==> config.mk <==
export PLATFORM = sky130hd
export DESIGN_NAME = wishbone_to_native_mem_reg
export DESIGN_NICKNAME = d
export VERILOG_FILES = /design/src/rtl/wishbone_to_native_mem_reg.sv
export SDC_FILE = /design/constraint.sdc
export NUM_CORES = 1
export LEC_CHECK = 0
export ABC_AREA = 1
export BUFFER_PORTS_ARGS = -buffer_cell sky130_fd_sc_hd__buf_4
export CAP_MARGIN = 20
export CELL_PAD_IN_SITES_DETAIL_PLACEMENT = 0
export CELL_PAD_IN_SITES_GLOBAL_PLACEMENT = 1
export CORE_ASPECT_RATIO = 1.75
export CORE_MARGIN = 4
export CORE_UTILIZATION = 25
export CTS_CLUSTER_DIAMETER = 80
export DETAILED_ROUTE_END_ITERATION = 12
export PLACE_DENSITY_LB_ADDON = 0.1
export SLEW_MARGIN = 20
export SYNTH_ARGS = -nofsm -noshare
export SYNTH_HDL_FRONTEND = slang
export SYNTH_SLANG_ARGS = --single-unit
export TNS_END_PERCENT = 50
==> constraint.sdc <==
create_clock -name i_wb_clk -period 3.67 [get_ports i_wb_clk]
set_clock_uncertainty 0.15 [all_clocks]
set_input_delay 0.1835 -clock i_wb_clk [delete_from_list [all_inputs] [get_ports i_wb_clk]]
set_output_delay 0.1835 -clock i_wb_clk [all_outputs]
set_load 0.1 [all_outputs]
==> src/rtl/wishbone_to_native_mem_reg.sv <==
// ============================================================================
//  Module      : wishbone_to_native_mem_reg
//  Description : Registered Wishbone-classic to native-memory bridge.
//                Latches each request, pulses data_valid_o for one cycle,
//                waits for data_valid_i and returns a one-cycle ack.
//                Define WB_NATIVE_TIMEOUT_EN to add a WAIT-state timeout
//                that answers with o_wb_err and all-ones read data.
//  Revision    : 1.0 - initial release
// ============================================================================
`timescale 1ns/1ps
`default_nettype none

module wishbone_to_native_mem_reg #(
  parameter int address_width  = 16,
  parameter int data_width     = 32,
  parameter int timeout_cycles = 255,
  localparam int SEL_W = data_width / 8,
  localparam int LSB   = $clog2(data_width / 8)
) (
  input  logic                       i_wb_clk,
  input  logic                       i_wb_rst,
  input  logic [address_width-1:LSB] i_wb_adr,
  input  logic [data_width-1:0]      i_wb_dat,
  input  logic [SEL_W-1:0]           i_wb_sel,
  input  logic                       i_wb_we,
  input  logic                       i_wb_cyc,
  output logic [data_width-1:0]      o_wb_rdt,
  output logic                       o_wb_ack,
  output logic                       o_wb_err,
  output logic [address_width-1:0]   address_o,
  output logic [data_width-1:0]      data_o,
  input  logic [data_width-1:0]      data_i,
  output logic [SEL_W-1:0]           write_strb_o,
  output logic                       data_valid_o,
  input  logic                       data_valid_i
);

  // Only 32/64-bit buses and a non-zero timeout make sense.
  if ((data_width != 32 && data_width != 64) || timeout_cycles < 1) begin : g_param_check
    $error("wishbone_to_native_mem_reg: illegal data_width or timeout_cycles");
  end

  typedef enum logic [1:0] {
    S_IDLE = 2'd0,
    S_REQ  = 2'd1,
    S_WAIT = 2'd2,
    S_RESP = 2'd3
  } state_t;

  state_t                     r_state;
  state_t                     w_next;
  logic [address_width-1:0]   r_addr;
  logic [data_width-1:0]      r_wdata;
  logic [SEL_W-1:0]           r_strb;
  logic [data_width-1:0]      r_rdt;
  logic                       r_ack;
  logic                       r_abort;   // master dropped cyc during this transaction
  logic                       w_pending;
  logic                       w_capture;
  logic                       w_expire;

  assign w_pending = (r_state == S_REQ) || (r_state == S_WAIT);
  assign w_capture = w_pending && data_valid_i;

`ifdef WB_NATIVE_TIMEOUT_EN
  localparam int CNT_W = $clog2(timeout_cycles + 1);
  logic [CNT_W-1:0] r_cnt;
  logic             r_err;

  // Count WAIT cycles; the counter sits at zero outside WAIT so it is clear on entry.
  always_ff @(posedge i_wb_clk or posedge i_wb_rst) begin
    if (i_wb_rst) begin
      r_cnt <= '0;
    end else if (r_state == S_WAIT) begin
      r_cnt <= r_cnt + 1'b1;
    end else begin
      r_cnt <= '0;
    end
  end

  // Expiry on the last allowed WAIT cycle; a simultaneous response takes priority.
  assign w_expire = (r_state == S_WAIT) && !data_valid_i &&
                    (r_cnt == CNT_W'(timeout_cycles - 1));
  assign o_wb_err = r_err;
`else
  assign w_expire = 1'b0;
  assign o_wb_err = 1'b0;
`endif

  // State register.
  always_ff @(posedge i_wb_clk or posedge i_wb_rst) begin
    if (i_wb_rst) begin
      r_state <= S_IDLE;
    end else begin
      r_state <= w_next;
    end
  end

  // Next-state logic: one REQ cycle, optional WAIT, one RESP cycle.
  always_comb begin
    w_next = r_state;
    case (r_state)
      S_IDLE:  if (i_wb_cyc) w_next = S_REQ;
      S_REQ:   w_next = data_valid_i ? S_RESP : S_WAIT;
      S_WAIT:  if (w_capture || w_expire) w_next = S_RESP;
      S_RESP:  w_next = S_IDLE;
      default: w_next = S_IDLE;
    endcase
  end

  // Request latch, response capture and registered ack/err generation.
  always_ff @(posedge i_wb_clk or posedge i_wb_rst) begin
    if (i_wb_rst) begin
      r_addr  <= '0;
      r_wdata <= '0;
      r_strb  <= '0;
      r_rdt   <= '0;
      r_ack   <= 1'b0;
      r_abort <= 1'b0;
`ifdef WB_NATIVE_TIMEOUT_EN
      r_err   <= 1'b0;
`endif
    end else begin
      r_ack <= 1'b0;
`ifdef WB_NATIVE_TIMEOUT_EN
      r_err <= 1'b0;
`endif
      if (r_state == S_IDLE && i_wb_cyc) begin
        r_addr  <= {i_wb_adr, {LSB{1'b0}}};
        r_wdata <= i_wb_dat;
        r_strb  <= i_wb_we ? i_wb_sel : '0;
        r_abort <= 1'b0;
      end
      if (w_pending && !i_wb_cyc) begin
        r_abort <= 1'b1;
      end
      // The native side always completes; only the Wishbone answer is gated.
      if (w_capture) begin
        r_rdt  <= data_i;
        r_strb <= '0;
        r_ack  <= i_wb_cyc && !r_abort;
      end else if (w_expire) begin
        r_rdt  <= '1;
        r_strb <= '0;
`ifdef WB_NATIVE_TIMEOUT_EN
        r_err  <= i_wb_cyc && !r_abort;
`endif
      end
    end
  end

  assign address_o    = r_addr;
  assign data_o       = r_wdata;
  assign write_strb_o = r_strb;
  assign o_wb_rdt     = r_rdt;
  assign o_wb_ack     = r_ack;
  assign data_valid_o = (r_state == S_REQ);

endmodule

`default_nettype wire

==> results of run 1 <==
==> final timing paths <==
kind,startpoint,end,depth (start not counted),slack [ns]
min in group asynchronous,i_wb_rst,data_o[12],4,0.33
hold reg to reg,r_abort,o_wb_ack,1,0.31
hold / removal,i_wb_we,write_strb_o[2],3,0.01
setup reg to reg,r_state[0],write_strb_o[1],6,1.23
max in group asynchronous,i_wb_rst,data_o[17],4,2.61
setup / recovery,r_state[0],write_strb_o[1],6,1.23
==> metal layers <==
layer	routed length [µm]	global-route usage, %	up-vias
met4	202	5.42	0
met3	739	3.42	15
met2	5800	24.5	116
met5	0	0	-
li1	-	-	1689
met1	4060	15.0	1587
==> registers in the layout, summed over array words and instances (netlist names) <==
name	count
r_abort	1
o_wb_rdt	32
address_o	14
r_state	2
o_wb_ack	1
write_strb_o	4
data_o	32
==> critical path, stage by stage, from the launching register on <==
cell           delay (ns)
dfrtp_1              0.37
inv_1                0.10
ha_1                 0.33
nand2_2              0.55
nand3_1              0.12
dlygate4sd3_1        0.60
o21ai_1              0.13
==> metrics by stage <==
step	hold slack, ns	instances	setup WS, ns	util [%]
4_1_cts	0.00243	814	1.20	44.0
2_1_floorplan	0.143	391	1.11	-
3_5_place_dp	0.193	713	1.60	35.6
5_1_grt	0.0268	814	1.08	44.0
6_report	0.0115	814	1.23	44.0
3_3_place_gp	0.187	713	1.67	35.6
==> layout make-up <==
type	count	share of cell area [%]
timing repair buffer	258	36.1
clock inverter	7	1.19
multi-input combinational	272	18.8
clock buffer	9	3.76
sequential	86	36.0
inverter	8	0.523
tap	174	3.64
==> placed cells by master (no fill, tap or decap), types with 2 or more instances in the layout <==
cell	instances
clkbuf_16	9
dfrtp_1	86
ha_1	4
nand3_1	39
clkinv_2	4
nand2_2	2
buf_4	172
o21ai_1	4
dlygate4sd3_1	85
conb_1	3
inv_6	2
inv_1	6
nand2_1	217
==> cells by family (layout without fill, tap and decap cells) <==
kind of cell               after synthesis  after routing
DFF                                     86             86
and+or+nand+nor                        260            260
AOI/OAI and AO/OA                        5              5
other                                    1              3
buffers and inverters                   33            282
adders and majority gates                4              4
==> timing repair <==
| item | CTS | global route |
|---|---|---|
| hold endpoints to repair | 169 | 0 |
| setup endpoints to repair | 0 | 0 |
| resized for setup | 0 | 0 |
| hold buffers | 85 | 0 |
==> metrics, run 1 <==
PortBufs=170; Simple-Gate Fraction of Synth Area=29.6%; fin area=0.00598 mm²; CTS tree=yes; Setup crit end kind=register; CTS clk-pin slew, worst paths=0.06 ns; GR Util All Layers=13.5%; DRT Pass-1 Iters=4; CTS Buf Count=9; asr flop ratio synth=between 90% and 100%; Max Freq=0.410 GHz; outcome=finished clean; Crit Path Class=reg2reg; Antenna Nets Post-Route=0; Seq/Total Area, Yosys=61.5%; Post-Synthesis Cells=slightly below 400; Final #Nets=726; Clock Root Buffer=clkbuf_16; worst slew pin tran=approximately 0.80 ns; vias in the first global route=3,486; Synth Area in XOR/XNOR=0%; startpoint types=register; CP Max Fanout=38; critical path arrival=between 2 and 3 ns; die width=97.4 µm; Hold Fails Final Rpt=0; largest family of logic cells by synthesized area=simple AND/OR/NAND/NOR gates; Core Rows=56; vias=3,407; clk buf depth=2; full die area=0.0160 mm²; syn avg cell area=8.99 µm²; Die Ht=164 µm; synthesized area=roughly 0.0035 mm²; top_reg_cell synth=dfrtp_1; post-synthesis cell type count=15; Data required, critical path=3.78 ns; pin count of the biggest net entering global routing=87; Initial Util=25.7%; Hold Path Class=in2reg; final setup fails=0; # Post-CTS Setup Buffers=0; I/O pins=174; drt via density=4.19; clock sinks=86; Post-synth top cells=nand2_1, dfrtp_1, nand3_1, buf_6, buf_2; Synth area leaders=dfrtp_1, nand2_1, nand3_1; flops & latches, synth=86; multiplexer area fraction after synthesis=0%; first-pass GRT wire length=17.5 mm; core footprint=0.0136 mm²; Diodes inserted=0; multi-input logic area=0.00112 mm²; Post-synth EDFFs=0; DRC Markers=0; min cycle time layout=~2.4 ns; total negative setup slack=0 ns; Max Cap Violations=0; Slew Limit Fails=0; cell taking the most area after synthesis=dfrtp_1; clk_lat worst skew=0.33 ns; synth warn=0; RSZ-0062 raised after global routing=no; initial antenna violation count=0; most frequent cell after synthesis=nand2_1; post-synthesis adder-cell area fraction=1.43%; GRT overflow=0; placed cell area=slightly below 0.005 mm²; Filler cells=1,361; DR iter-0 viols=70; Max-slew headroom=46.4%; Area growth syn-to-layout=71.1%; average wire per standard cell=13.3 µm; share of cells above drive strength 1=between 30% and 40%; DP HPWL=7.33 mm; fin crit share=66.5%; share of the synthesized area in the top cell type=61.5%; compound-gate portion of the synthesized area=less than 1%; H-tree depth=3; routability cong.=roughly 0.7; final wirelength=10.8 mm; Reg area=0.00215 mm²
Power of run 1 is not shown: default switching activity piles up to over one toggle a cycle in this logic, so the estimate is an artifact.
==> run 2, diff against run 1 <==
==> constraint.sdc (replaced) <==
create_clock -name i_wb_clk -period 2 [get_ports i_wb_clk]
set_clock_uncertainty 0.15 [all_clocks]
set_input_delay 0.1 -clock i_wb_clk [delete_from_list [all_inputs] [get_ports i_wb_clk]]
set_output_delay 0.1 -clock i_wb_clk [all_outputs]
set_load 0.1 [all_outputs]
==> metrics, run 2 (same netlist as run 1, synthesis figures left out) <==
clock sinks=86 (unchanged); CTS tree=yes (unchanged); worst slew pin tran=0.582 ns (was 0.803 ns); initial antenna violation count=0 (unchanged); Setup crit end kind=register (unchanged); full die area=0.0160 mm² (unchanged); drt via density=4.10 (was 4.19); Hold Fails Final Rpt=0 (unchanged); die width=97.4 µm (unchanged); Core Rows=56 (unchanged); pin count of the biggest net entering global routing=42 (was 87); CTS clk-pin slew, worst paths=0.06 ns (about the same); met1 GRT Util=16.3% (was 15.0%); DP HPWL=7.86 mm (was 7.33 mm); CTS Buf Count=9 (unchanged); PortBufs=170 (unchanged); critical path arrival=1.98 ns (was 2.56 ns); Hold WS=0.0805 ns (was 0.0115 ns); Data required, critical path=2.08 ns (was 3.78 ns); Max-slew headroom=61.1% (was 46.4%); Crit Path Class=reg2reg (unchanged); first-pass GRT wire length=18.6 mm (was 17.5 mm); Max Freq=0.526 GHz (was 0.410 GHz); DRT Pass-1 Iters=4 (unchanged); routability cong.=0.716 (was 0.718); RSZ-0062 raised after global routing=no (unchanged); r2r setup slk=0.1 ns (was 1.23 ns); core footprint=0.0136 mm² (unchanged); Die Ht=164 µm (unchanged); pre-CTS setup slack=0.296 ns (was 1.60 ns); Antenna Nets Post-Route=0 (unchanged); Final #Nets=742 (was 726); # Post-CTS Setup Buffers=0 (unchanged); Clock Root Buffer=clkbuf_16 (unchanged); crit path cell chain=inv_1 > ha_4 > buf_6 > nand3_1 > dlygate4sd3_1 > nand2_1 (was inv_1 > ha_1 > nand2_2 > nand3_1 > dlygate4sd3_1 > o21ai_1); Hold Path Class=in2reg (unchanged); multi-input logic area=0.00114 mm² (was 0.00112 mm²); fin area=0.00617 mm² (was 0.00598 mm²); Area growth syn-to-layout=76.5% (was 71.1%); CP max stage delay=0.55 ns (was 0.60 ns); final worst setup slack=0.0972 ns (was 1.23 ns); Diodes inserted=0 (unchanged); clk buf depth=2 (unchanged); min cycle time layout=1.90 ns (was 2.44 ns); most frequent cells in the layout=nand2_1, buf_4, dlygate4sd3_1 (was nand2_1, buf_4, dfrtp_1); DR iter-0 viols=73 (was 70); startpoint types=register (unchanged); Worst Path Buf+Inv=3 (was 2); vias in the first global route=3,635 (was 3,486); average wire per standard cell=13.6 µm (was 13.3 µm); fin crit share=95.1% (was 66.5%); GRT overflow=0 (unchanged); total negative setup slack=0 ns (unchanged); clk_lat worst skew=0.32 ns (was 0.33 ns); vias=3,391 (was 3,407); cell family with most CP delay=buffers and inverters (unchanged); final setup fails=0 (unchanged); DRC Markers=0 (unchanged); H-tree depth=3 (unchanged); Initial Util=25.7% (unchanged); Slew Limit Fails=0 (unchanged); final wirelength=11.2 mm (was 10.8 mm); commonest non-fill, non-tap cell in the layout=nand2_1 (unchanged); Filler cells=1,380 (was 1,361); Most Used Layer, Global Route=met2 (unchanged); outcome=finished clean (unchanged); GR Util All Layers=14.4% (was 13.5%); placed cell area=0.00493 mm² (was 0.00483 mm²); share of cells above drive strength 1=30.4% (was 30.3%); met3 Usage GRT=2.83% (was 3.42%); r2r worst-path depth=6 (unchanged); Reg area=0.00215 mm² (unchanged); cell count along the critical path=6 (unchanged); GR Layer Usage met2=26.7% (was 24.5%); CP Max Fanout=13 (was 38); hold path depth=5 (was 3); Max Cap Violations=0 (unchanged); CP max-delay cell=dlygate4sd3_1 (unchanged); I/O pins=174 (unchanged)
[run 2: changes by cell type in the layout (fill, tap and decap cells not counted), moves of 2 or more]
cell,change
inv_6,-2
clkinvlp_4,+3
clkinv_2,-3
buf_4,+3
buf_12,+3
dlygate4sd3_1,+9
[run 2: repair_timing]
action	CTS	global route
endpoints found under the setup margin	0	9
hold buffers	94	0
endpoints found under the hold margin	105	0
resized for setup	0	4
[run 2: worst paths after layout]
| path | from | to |
|---|---|---|
| worst max-delay path | r_state[0] | o_wb_rdt[7] |
| worst min-delay path | data_valid_i | r_state[0] |
| worst max register to register | r_state[0] | o_wb_rdt[7] |
| worst min register to register | r_abort | o_wb_ack |
| max in group asynchronous | i_wb_rst | data_o[24] |
| min in group asynchronous | i_wb_rst | o_wb_rdt[9] |
[run 2: final cells by class]
cell class	instances	share of cell area, %
inverter	8	0.588
multi-input combinational	272	18.5
timing repair buffer	274	38.0
sequential	86	34.9
tap	174	3.53
clock buffer	10	3.71
clock inverter	4	0.811
[run 2: worst register-to-register path, delay by kind of cell (launching register included)]
kind | cells | cell delay [ns]
adder cells (fa/ha/maj) | 1 | 0.24
AND/OR/NAND/NOR | 2 | 0.14
buffers and inverters | 3 | 0.87
flip-flops | 1 | 0.40
[run 2: per-stage QoR]
stage	utilization [%]	std cells
finish	45.4	828
global route	45.4	828
CTS	45.2	828
detailed placement	36.2	720
global placement	36.2	720
floorplan	-	391
[run 2: layer usage]
layer / vias up / wire length, µm
met4: 0 / 115
met2: 106 / 6070
met1: 1561 / 4440
met5: - / 0
met3: 8 / 624
li1: 1716 / -
Power of run 2 is left out for the same reason.
==> run 3, diff against run 2 <==
--- a/config.mk
+++ b/config.mk
@@ -16,6 +16,7 @@
 export CTS_CLUSTER_DIAMETER = 80
 export DETAILED_ROUTE_END_ITERATION = 12
 export PLACE_DENSITY_LB_ADDON = 0.1
+export RECOVER_POWER = 50
 export SLEW_MARGIN = 20
 export SYNTH_ARGS = -nofsm -noshare
 export SYNTH_HDL_FRONTEND = slang
==> metrics, run 3 (same netlist as run 1, synthesis figures left out) <==
Die Ht=164 µm (unchanged); Max Freq=0.526 GHz (about the same); final wirelength=11.2 mm (about the same); final setup fails=0 (unchanged); total negative setup slack=0 ns (unchanged); Hold Fails Final Rpt=0 (unchanged); CTS tree=yes (unchanged); I/O pins=174 (unchanged); Hold WS=0.0752 ns (was 0.0805 ns); PortBufs=170 (unchanged); CTS clk-pin slew, worst paths=0.06 ns (about the same); first-pass GRT wire length=18.6 mm (unchanged); Area growth syn-to-layout=71.3% (was 76.5%); Max-slew headroom=20.8% (was 61.1%); Data required, critical path=2.08 ns (about the same); critical path arrival=1.98 ns (about the same); outcome=finished clean (unchanged); Reg area=0.00215 mm² (unchanged); DP HPWL=7.86 mm (unchanged); die width=97.4 µm (unchanged); clk buf depth=2 (unchanged); startpoint types=register (unchanged); Diodes inserted=0 (unchanged); Setup crit end kind=register (unchanged); fin crit share=95.1% (about the same); Initial Util=25.7% (unchanged); fin area=0.00599 mm² (was 0.00617 mm²); GRT overflow=0 (unchanged); average wire per standard cell=13.6 µm (about the same); Cell Count, Final, Fillers Out=828 (unchanged); pin count of the biggest net entering global routing=42 (unchanged); reg2reg start=r_state[0] (unchanged); DRC Markers=0 (unchanged); worst slew pin tran=1.18 ns (was 0.582 ns); full die area=0.0160 mm² (unchanged); most frequent cells in the layout=nand2_1, buf_4, dlygate4sd3_1 (unchanged); Critical path origin=r_state[0] (unchanged); Slew Limit Fails=0 (unchanged); Hold Path Class=in2reg (unchanged); Max Cap Violations=0 (unchanged); worst hold start=data_valid_i (unchanged); Filler cells=1,412 (was 1,380); H-tree depth=3 (unchanged); routability cong.=0.716 (unchanged); clk_lat worst skew=0.32 ns (about the same); Antenna Nets Post-Route=0 (unchanged); placed cell area=0.00493 mm² (unchanged); placed cell count=720 (unchanged); core footprint=0.0136 mm² (unchanged); commonest non-fill, non-tap cell in the layout=nand2_1 (unchanged); min cycle time layout=1.90 ns (about the same); Core Rows=56 (unchanged); clock sinks=86 (unchanged); DRT Pass-1 Iters=4 (unchanged); CTS Buf Count=9 (unchanged); DR iter-0 viols=71 (was 73); drt via density=4.10 (about the same); CP Max Fanout=13 (unchanged); GR Util All Layers=14.4% (unchanged); Final #Nets=742 (unchanged); multi-input logic area=0.00114 mm² (unchanged); Clock Root Buffer=clkbuf_16 (unchanged); initial antenna violation count=0 (unchanged); Crit Path Class=reg2reg (unchanged); share of cells above drive strength 1=30.4% (unchanged); vias in the first global route=3,635 (unchanged); RSZ-0062 raised after global routing=no (unchanged); vias=3,395 (was 3,391)
## run 3: cell type report
cell class | instances | share of cell area [%]
Clock buffer | 10 | 3.82
Clock inverter | 4 | 0.835
Inverter | 8 | 0.564
Multi-Input combinational cell | 272 | 19.0
Sequential cell | 86 | 35.9
Tap cell | 174 | 3.63
Timing Repair Buffer | 274 | 36.2
## run 3: stage by stage
stage                     setup WS, ns  utilization, %
after detailed placement         0.296            36.2
final                           0.0988            44.1
after floorplan                  0.208               -
after CTS                       0.0408            45.2
after global placement           0.341            36.2
after global routing           0.00542            44.1
## run 3: final timing paths
path / cells after the start / slack (ns) / endpoint
setup / recovery: 6 / 0.1 / o_wb_rdt[7]
hold / removal: 5 / 0.08 / r_state[0]
setup reg to reg: 6 / 0.1 / o_wb_rdt[7]
hold reg to reg: 1 / 0.30 / o_wb_ack
max in group asynchronous: 4 / 0.55 / data_o[24]
min in group asynchronous: 3 / 0.42 / o_wb_rdt[9]
## run 3: per-layer routing
metal  vias up  wire length, µm  track usage (%)
met2       108             6020             26.7
met4         0              117             4.91
met1      1565             4480             16.3
met3         9              612             2.83
li1       1713                -                -
met5         -                0                0
## run 3: critical path, cell delays in order, from the launching register on
cell and delay (ns):
dfrtp_1 0.40, inv_1 0.17, ha_4 0.24, buf_6 0.15, nand3_1 0.09, dlygate4sd3_1 0.55, nand2_1 0.05
## run 3: repair_timing
action	4_1_cts	5_1_grt
hold buffers	94	0
endpoints found under the hold margin	105	0
setup endpoints to repair	0	9
resized for setup	0	4
setup buffers	0	0
Power of run 3 is left out for the same reason.
